[config.mk]
export PLATFORM = sky130hd
export DESIGN_NAME = ddr2_req_arb
export DESIGN_NICKNAME = d
export VERILOG_FILES = /design/src/rtl/ddr2_arb_pkg.sv /design/src/rtl/ddr2_arb_pick.sv /design/src/rtl/ddr2_req_arb.sv
export SDC_FILE = /design/constraint.sdc
export NUM_CORES = 1
export LEC_CHECK = 0
export ABC_AREA = 0
export ABC_CLOCK_PERIOD_IN_PS = 5500
export CAP_MARGIN = 40
export CORE_UTILIZATION = 55
export DETAILED_ROUTE_END_ITERATION = 16
export MAX_ROUTING_LAYER = met4
export PLACE_DENSITY = 0.87
export SLEW_MARGIN = 20
export SYNTH_ARGS = -nofsm -noshare
export SYNTH_HDL_FRONTEND = slang
export SYNTH_SLANG_ARGS = --single-unit
[constraint.sdc]
create_clock -name clk -period 5.5 [get_ports clk]
set_input_delay 1.1 -clock clk [delete_from_list [all_inputs] [get_ports clk]]
set_output_delay 1.1 -clock clk [all_outputs]
set_load 0.005 [all_outputs]
[src/rtl/ddr2_arb_pkg.sv]
// Shared constants, FSM encoding and pointer helper for the DDR2 request arbiter.
// Round-robin selection is enabled by defining DDR2_ARB_ROUND_ROBIN_EN.
package ddr2_arb_pkg;

    localparam int N_REQ = 5;
    localparam int ID_W  = 3;

    typedef enum logic [1:0] {
        IDLE      = 2'd0,
        ISSUE     = 2'd1,
        WAIT_DONE = 2'd2,
        RELEASE   = 2'd3
    } arb_state_t;

    // Next requester index after id, wrapping the last requester back to 0.
    function automatic logic [ID_W-1:0] next_id(input logic [ID_W-1:0] id);
        return (id == ID_W'(N_REQ - 1)) ? '0 : id + 1'b1;
    endfunction

endpackage

[src/rtl/ddr2_arb_pick.sv]
// Combinational winner picker: first set request bit at or above start, wrapping.
// With start tied to 0 this is plain fixed priority, bit 0 highest.
module ddr2_arb_pick
    import ddr2_arb_pkg::*;
(
    input  logic [N_REQ-1:0] req,
    input  logic [ID_W-1:0]  start,
    output logic [N_REQ-1:0] pick,
    output logic [ID_W-1:0]  id
);

    logic w_found;
    int   w_idx;

    always_comb begin
        pick    = '0;
        id      = '0;
        w_found = 1'b0;
        w_idx   = 0;
        for (int i = 0; i < N_REQ; i++) begin
            w_idx = (int'(start) + i) % N_REQ;
            if (!w_found && req[w_idx]) begin
                pick[w_idx] = 1'b1;
                id          = ID_W'(w_idx);
                w_found     = 1'b1;
            end
        end
    end

endmodule

[src/rtl/ddr2_req_arb.sv]
// Five-way DDR2 command-port arbiter: grant, issue, wait for done, one-cycle release.
// Define DDR2_ARB_ROUND_ROBIN_EN to rotate priority after every completed grant.
module ddr2_req_arb #(
    parameter int N_REQ          = 5,
    parameter int TIMEOUT_CYCLES = 1023,
    parameter int TO_W           = 10
) (
    input  logic             clk,
    input  logic             rst,
    input  logic [N_REQ-1:0] req,
    output logic [N_REQ-1:0] gnt,
    output logic [2:0]       gnt_id,
    output logic             cmd_valid,
    input  logic             cmd_ready,
    input  logic             done,
    output logic             busy,
    output logic             timeout_err
);
    import ddr2_arb_pkg::*;

    if (N_REQ != ddr2_arb_pkg::N_REQ) begin : g_bad_nreq
        $error("ddr2_req_arb: N_REQ must be 5");
    end
    if ((64'd1 << TO_W) <= 64'(TIMEOUT_CYCLES)) begin : g_bad_tow
        $error("ddr2_req_arb: TO_W too narrow for TIMEOUT_CYCLES");
    end

    // Last WAIT_DONE cycle before a forced release.
    localparam logic [TO_W-1:0] TO_LAST = TO_W'(TIMEOUT_CYCLES - 1);

    arb_state_t      r_state;
    logic [N_REQ-1:0] r_gnt;
    logic [ID_W-1:0] r_gnt_id;
    logic            r_cmd_valid;
    logic            r_busy;
    logic            r_timeout_err;
    logic [TO_W-1:0] r_cnt;
    logic [N_REQ-1:0] w_pick;
    logic [ID_W-1:0] w_pick_id;
    logic [ID_W-1:0] w_start;

`ifdef DDR2_ARB_ROUND_ROBIN_EN
    logic [ID_W-1:0] r_ptr;

    always_ff @(posedge clk) begin
        if (rst) begin
            r_ptr <= '0;
        end else if (r_state == WAIT_DONE && (done || r_cnt == TO_LAST)) begin
            r_ptr <= next_id(r_gnt_id);
        end
    end

    assign w_start = r_ptr;
`else
    assign w_start = '0;
`endif

    ddr2_arb_pick u_pick (
        .req   (req),
        .start (w_start),
        .pick  (w_pick),
        .id    (w_pick_id)
    );

    always_ff @(posedge clk) begin
        if (rst) begin
            r_state       <= IDLE;
            r_gnt         <= '0;
            r_gnt_id      <= '0;
            r_cmd_valid   <= 1'b0;
            r_busy        <= 1'b0;
            r_timeout_err <= 1'b0;
            r_cnt         <= '0;
        end else begin
            r_timeout_err <= 1'b0;
            case (r_state)
                IDLE: begin
                    if (|req) begin
                        r_gnt       <= w_pick;
                        r_gnt_id    <= w_pick_id;
                        r_cmd_valid <= 1'b1;
                        r_busy      <= 1'b1;
                        r_state     <= ISSUE;
                    end
                end
                ISSUE: begin
                    // Acceptance beats a simultaneous request drop.
                    if (cmd_ready) begin
                        r_cmd_valid <= 1'b0;
                        r_cnt       <= '0;
                        r_state     <= WAIT_DONE;
                    end else if (!(|(req & r_gnt))) begin
                        r_gnt       <= '0;
                        r_gnt_id    <= '0;
                        r_cmd_valid <= 1'b0;
                        r_busy      <= 1'b0;
                        r_state     <= IDLE;
                    end
                end
                WAIT_DONE: begin
                    if (done || r_cnt == TO_LAST) begin
                        r_timeout_err <= !done;
                        r_gnt         <= '0;
                        r_gnt_id      <= '0;
                        r_state       <= RELEASE;
                    end else begin
                        r_cnt <= r_cnt + 1'b1;
                    end
                end
                RELEASE: begin
                    r_busy  <= 1'b0;
                    r_state <= IDLE;
                end
                default: begin
                    r_state <= IDLE;
                end
            endcase
        end
    end

    assign gnt         = r_gnt;
    assign gnt_id      = r_gnt_id;
    assign cmd_valid   = r_cmd_valid;
    assign busy        = r_busy;
    assign timeout_err = r_timeout_err;

endmodule

## Word level (Yosys, flattened, before mapping)

Cells that the tools add are included.
Widths: inputs -> output; s select.

| cells by class | value |
|---|---|
| add/sub/neg operators | 1 |
| eq/ne operators | 11 |
| multiplexer cells | 37 |
| bitwise logic cells | 3 |
| reduce and logical (&&, ||, !) cells | 23 |

Operators with widths:

| kind | number |
|---|---|
| $mux 5 | 5 |
| $mux 10 | 2 |
| $pmux 10 s2 | 1 |
| $mux 3 | 6 |
| $pmux 5 s3 | 1 |
| $mux 2 | 7 |
| $ne 2x2->1 const B | 6 |
| $add 10x1->10 const B | 1 |
| $eq 10x10->1 const B | 1 |
| $mux 1 | 10 |
| $reduce_or 5->1 | 2 |
| $pmux 3 s3 | 1 |
| $reduce_and 3->1 | 3 |
| $pmux 2 s4 | 1 |
| $reduce_bool 3->1 | 2 |
| $and 5x5->5 | 1 |
| $logic_not 1->1 | 5 |
| $reduce_and 5->1 | 1 |
| $eq 2x2->1 const B | 2 |
| $logic_and 1x1->1 | 4 |
| $mux 4 | 1 |
| $reduce_and 4->1 | 1 |
| $reduce_bool 2->1 | 2 |
| $ne 3x3->1 const B | 1 |
| 7 further kinds | 8 |

| storage, ports and cells | value |
|---|---|
| register bits | 23 |
| bits of input ports | 9 |
| output and inout port bits | 11 |
| word-level logic and storage cells | 82 |

## Longest topological paths before layout

| logic depth | value |
|---|---|
| depth after elaboration | 15 |
| gate-level depth with buffers | 8 |
| depth with buffers taken out | 6 |

## By module

A second synthesis with hierarchy kept.

| second synthesis, totals | value |
|---|---|
| cell total of the unflattened synthesis | 476 |
| area total of the unflattened synthesis | 3712.3 um^2 |

Modules (own cells, without submodules):

| module | instances | cells each | area an instance (um^2) | sequential area each (um^2) |
|---|---|---|---|---|
| ddr2_arb_pick | 1 | 320 | 2382.3 | 0.0 |
| ddr2_req_arb | 1 | 156 | 1330.0 | 460.4 |

## Worst setup path after synthesis

No wires, ideal clock.

| timing path | value |
|---|---|
| path kind | input to register |
| start point | in req[1] |
| end point | reg r_gnt[0] (netlist: gnt[0]) |
| library setup time | 0.072 ns |
| data arrival time | 2.209 ns |
| data required time | 5.428 ns |
| slack | 3.219 ns |
| stages on the path | 4 |
| buffers on the path | 0 |
| cells stage by stage | a222oi_1 > a21oi_1 > nor4_2 > mux2i_1 |

| on the way | value |
|---|---|
| longest elaborated chain between the ends | 4 |
| elaborated cells on any way between the ends | 6 |
| those cells by class | 2 x eq/ne; 1 x bitwise; 3 x reduce/logical |

RTL lines:

| item | line | RTL |
|---|---|---|
| start, declared | ddr2_req_arb.sv:10 | `input logic [N_REQ-1:0] req,` |
| $and 5x5->5 | ddr2_req_arb.sv:92 | `end else if (!(\|(req & r_gnt))) begin` |
| $reduce_or 5->1 | ddr2_req_arb.sv:92 |  |
| $ne 2x2->1 (no source line) | - |  |
| $reduce_and 5->1 (no source line) * | - |  |
| end signal, assigned | ddr2_req_arb.sv:79 | `r_gnt <= w_pick;` |
| end, declared | ddr2_req_arb.sv:32 | `logic [N_REQ-1:0] r_gnt;` |

Mark *: on every way between the ends. The rest lies on a longest branch, timed or not.
A chain may end at the register's enable or synchronous reset.

## Worst setup path after layout

| timing path | value |
|---|---|
| start point | in req[1] |
| end point | reg r_gnt_id[1] (netlist: gnt_id[1]) |

| on the way | value |
|---|---|
| longest elaborated chain between the ends | 13 |
| elaborated cells on any way between the ends | 21 |
| those cells by class | 2 x eq/ne; 8 x mux; 1 x bitwise; 10 x reduce/logical |

RTL lines:

| item | line | RTL |
|---|---|---|
| $logic_and 1x1->1 | ddr2_arb_pick.sv:22 | `if (!w_found && req[w_idx]) begin` |
| $mux 1 | ddr2_arb_pick.sv:22 |  |
| $logic_not 1->1 | ddr2_arb_pick.sv:22 |  |
| $logic_and 1x1->1 | ddr2_arb_pick.sv:22 |  |
| $mux 1 | ddr2_arb_pick.sv:22 |  |
| $logic_not 1->1 | ddr2_arb_pick.sv:22 |  |
| $logic_and 1x1->1 | ddr2_arb_pick.sv:22 |  |
| $mux 1 | ddr2_arb_pick.sv:22 |  |
| $logic_not 1->1 | ddr2_arb_pick.sv:22 |  |
| $logic_and 1x1->1 | ddr2_arb_pick.sv:22 |  |
| $mux 3 | ddr2_arb_pick.sv:22 |  |
| $mux 3 | ddr2_req_arb.sv:78 | `if (\|req) begin` |
| $pmux 3 s3 | ddr2_req_arb.sv:76 | `case (r_state)` |
| end signal, assigned | ddr2_req_arb.sv:80 | `r_gnt_id <= w_pick_id;` |
| end, declared | ddr2_req_arb.sv:33 | `logic [ID_W-1:0] r_gnt_id;` |

Several ways; a longest one is shown, not always the timed one. The select of a mux whose other input is x is not followed.

==> flow_summary.yaml <==
sta:
  setup_violations: 0
  tightest_slew_ps: 723.0
  finalClockSkew_ps: 14.66
  final-max-slew-violation-count: 0
  hold_violations: 0
  finalCriticalPeriod_ps: 2765
  fmax_ghz: 0.3617
  period_share: 0.5027
  rsz0062_at_grt: "false"
  setup_tns_ps: 0
  slew_headroom: 0.5129
route:
  wl_per_cell_um: 16.29
  highest_layer: "met4"
  route.met2.wl_um: 1430
  drc_errors: 0
  met3_wirelength_um: 225
  wirelength_um: 3128
  drt_iter0_drc: 68
  vias: 1315
  antenna_left: 0
  first_pass_iters: 5
  vias_per_cell: 6.849
  wl_met1_um: 1323
placed_design:
  hpwlAfterDp_um: 2280
  place_area_um2: 1483
  io_buffers: 19
  gp_congestion: 0.9451
finish:
  num-nets-final: 181
  fill_cells: 178
  area_delta_synth_final_pct: 17.19
  drive_above_1_share: 0.04268
  fin_area_um2: 1535
  diodes: 0
critical_path:
  crit_chain: "clkdlybuf4s50_1, a222oi_1, a21o_1, nand4_1, mux2i_1"
  critPathLaunchType: "input port"
  cp_slowest_stage_delay_ps: 610
  crit_buf_inv: 1
  worstPathArrival_ps: 3010
  cp_max_fo: 6
  path_delay_family: "compound AO/OA/AOI/OAI gates"
  end_kind: "flip-flop"
  r2r_slack_ps: 3310
  worstPathRequired_ps: 5750
  r2r-end: "r_cnt[7]$_SDFFE_PP0P_"
  reg2regPathDepth: 6
  reg2reg_from: "r_state[0]$_SDFFE_PP0P_"
  slowest_stage: "a222oi_1"
  crit_type: "in2reg"
yosys:
  yosysUniqueCellTypes: 41
  synth_cells: 149
  ys_warn_count: 0
  synth-edff-count: 0
  ys_top_cells_by_area: "dfxtp_1 34%, mux2i_1 6.9%, ha_1 6.7%, or4_1 4.0%, a21oi_1 3.4%"
  ys_seq_area_frac: 0.3362
  synth_nets: 165
  avgSynthCellArea_um2: 8.792
  synth_flop_cell: "dfxtp_1"
  synth_area_um2: 1310
  synth_top_area_share: 0.3362
  async_flop_share: 0
  synth_top_area_cell: "dfxtp_1"
  ys_seq_elements: 22
clock_tree:
  cts_hold_buf: 0
  cts_root_buffer: "clkbuf_4"
  cts_buffers: 3
  cts_resized: 0
  tritoncts: "built"
  cts_setup_buffers: 0
  cts_max_level: 1
  clock_latency_ps: 320
  clkSinkCount: 22
  cts_buffer_depth: 2
  clk_pin_slew_ps: 130
worst_hold_path:
  whs_path_depth: 2
  hold_path_class: "reg2reg"
  holdPathEnd: "gnt[0]$_SDFFE_PP0P_"
  min-delay-start: "gnt[0]$_SDFFE_PP0P_"
power_and_ir_drop:
  power_density_nw_per_um2: 241.5
  p_total_uw: 370.8
  p_leak_nw: 0.5225
  ir_drop_mv: 0.1423
die:
  start_util: 0.5866
  die_h_um: 50.81
  die-area_um2: 2581
  io_pins: 20
  row_count: 17
  core_um2: 2233
  die-width_um: 50.81
grt:
  grt_pass1_wl_um: 5506
  grt_use_total: 0.2930
  grt_pass1_vias: 1225
  grt_overflow: 0
  grt_max_degree: 15
  antenna_found_initial: 0
job:
  drv_cap: 0
outcome:
  outcome: "completed"
[where the power goes]
group          internal (mW)  total (mW)  switching (mW)
clock                 0.0738       0.125          0.0512
combinational         0.0336      0.0722          0.0386
sequential             0.167       0.174         0.00652
[state kept, by name, summed over array words and instances (netlist names), named ones only]
name and count:
r_cnt 10, gnt 5, gnt_id 2, busy 1, cmd_valid 1, r_state 1, timeout_err 1
[cells by family after synthesis]
group / after synthesis / share of synthesized area
AND/OR/NAND/NOR: 53 / 0.2445
AO/OA/AOI/OAI: 42 / 0.2206
flip-flops: 22 / 0.3362
multiplexers: 9 / 0.06877
adder cells (fa/ha/maj): 7 / 0.06685
buffers and inverters: 16 / 0.06304
[metrics by stage]
stage / utilization / worst slack (ps) / cells / hold WS (ps)
final: 0.6874 / 2735 / 192 / 500.4
after global routing: 0.6874 / 2647 / 192 / 540.7
after CTS: 0.6874 / 2790 / 192 / 501.0
after detailed placement: 0.6639 / 2453 / 188 / 483.0
after global placement: 0.6639 / 2573 / 188 / 451.6
after floorplan: - / 3219 / 149 / 455.0
[synth_stat cells, drive strengths merged (4+ instances only)]
cell	count
and4	4
o31ai	5
nand2	12
nand3	8
nand2b	4
o21ai	6
nor2	4
a21oi	9
mux2i	9
a31oi	4
buf	5
dfxtp	22
inv	8
or4	7
ha	7
[how the worst max path moves through the flow]
stage | startpoint | end | slack (ps) | cells past startpoint
5_1_grt | req[1] | flip-flop | 2650 | 5
6_report | req[1] | gnt_id[1]$_SDFFE_PP0P_ | 2740 | 5
4_1_cts | req[1] | gnt[4]$_SDFFE_PP0P_ | 2790 | 5
3_3_place_gp | req[1] | gnt[4]$_SDFFE_PP0P_ | 2570 | 5
2_1_floorplan | req[1] | gnt[0]$_SDFFE_PP0P_ | 3220 | 4
3_5_place_dp | req[1] | gnt[4]$_SDFFE_PP0P_ | 2450 | 5
[layout make-up]
cell class                 count  area (um^2)  area share
clock buffer                   3        22.52     0.01467
timing repair buffer          19        190.2      0.1239
clock inverter                 1        30.03     0.01956
tap                           28        35.03     0.02282
inverter                       8        30.03     0.01956
sequential                    22        440.4      0.2869
multi-input combinational    111        787.0      0.5126
[worst register-to-register path: stages (launching register included)]
cell and delay (ps):
dfxtp_1 360, inv_1 150, ha_1 380, mux2i_1 230, a21o_1 330, or4_1 520, a21oi_1 160
[placed cells by master (no fill, tap or decap), drive strengths merged, types with 4 or more instances in the layout]
master | synthesis | routed
a21oi | 9 | 9
or4 | 7 | 7
nand2b | 4 | 4
nor2 | 4 | 4
nand2 | 12 | 12
a31oi | 4 | 4
nand3 | 8 | 8
mux2i | 9 | 9
o31ai | 5 | 5
inv | 8 | 8
clkdlybuf4s50 | 0 | 19
and4 | 4 | 4
o21ai | 6 | 6
dfxtp | 22 | 22
ha | 7 | 7
[per-layer routing]
layer | vias up | GRT usage
met5 | - | -
met4 | 0 | 0.1944
met3 | 20 | 0.03333
met2 | 78 | 0.4156
met1 | 605 | 0.3889
li1 | 612 | -
Note: power is estimated with default switching activity, not from simulation.
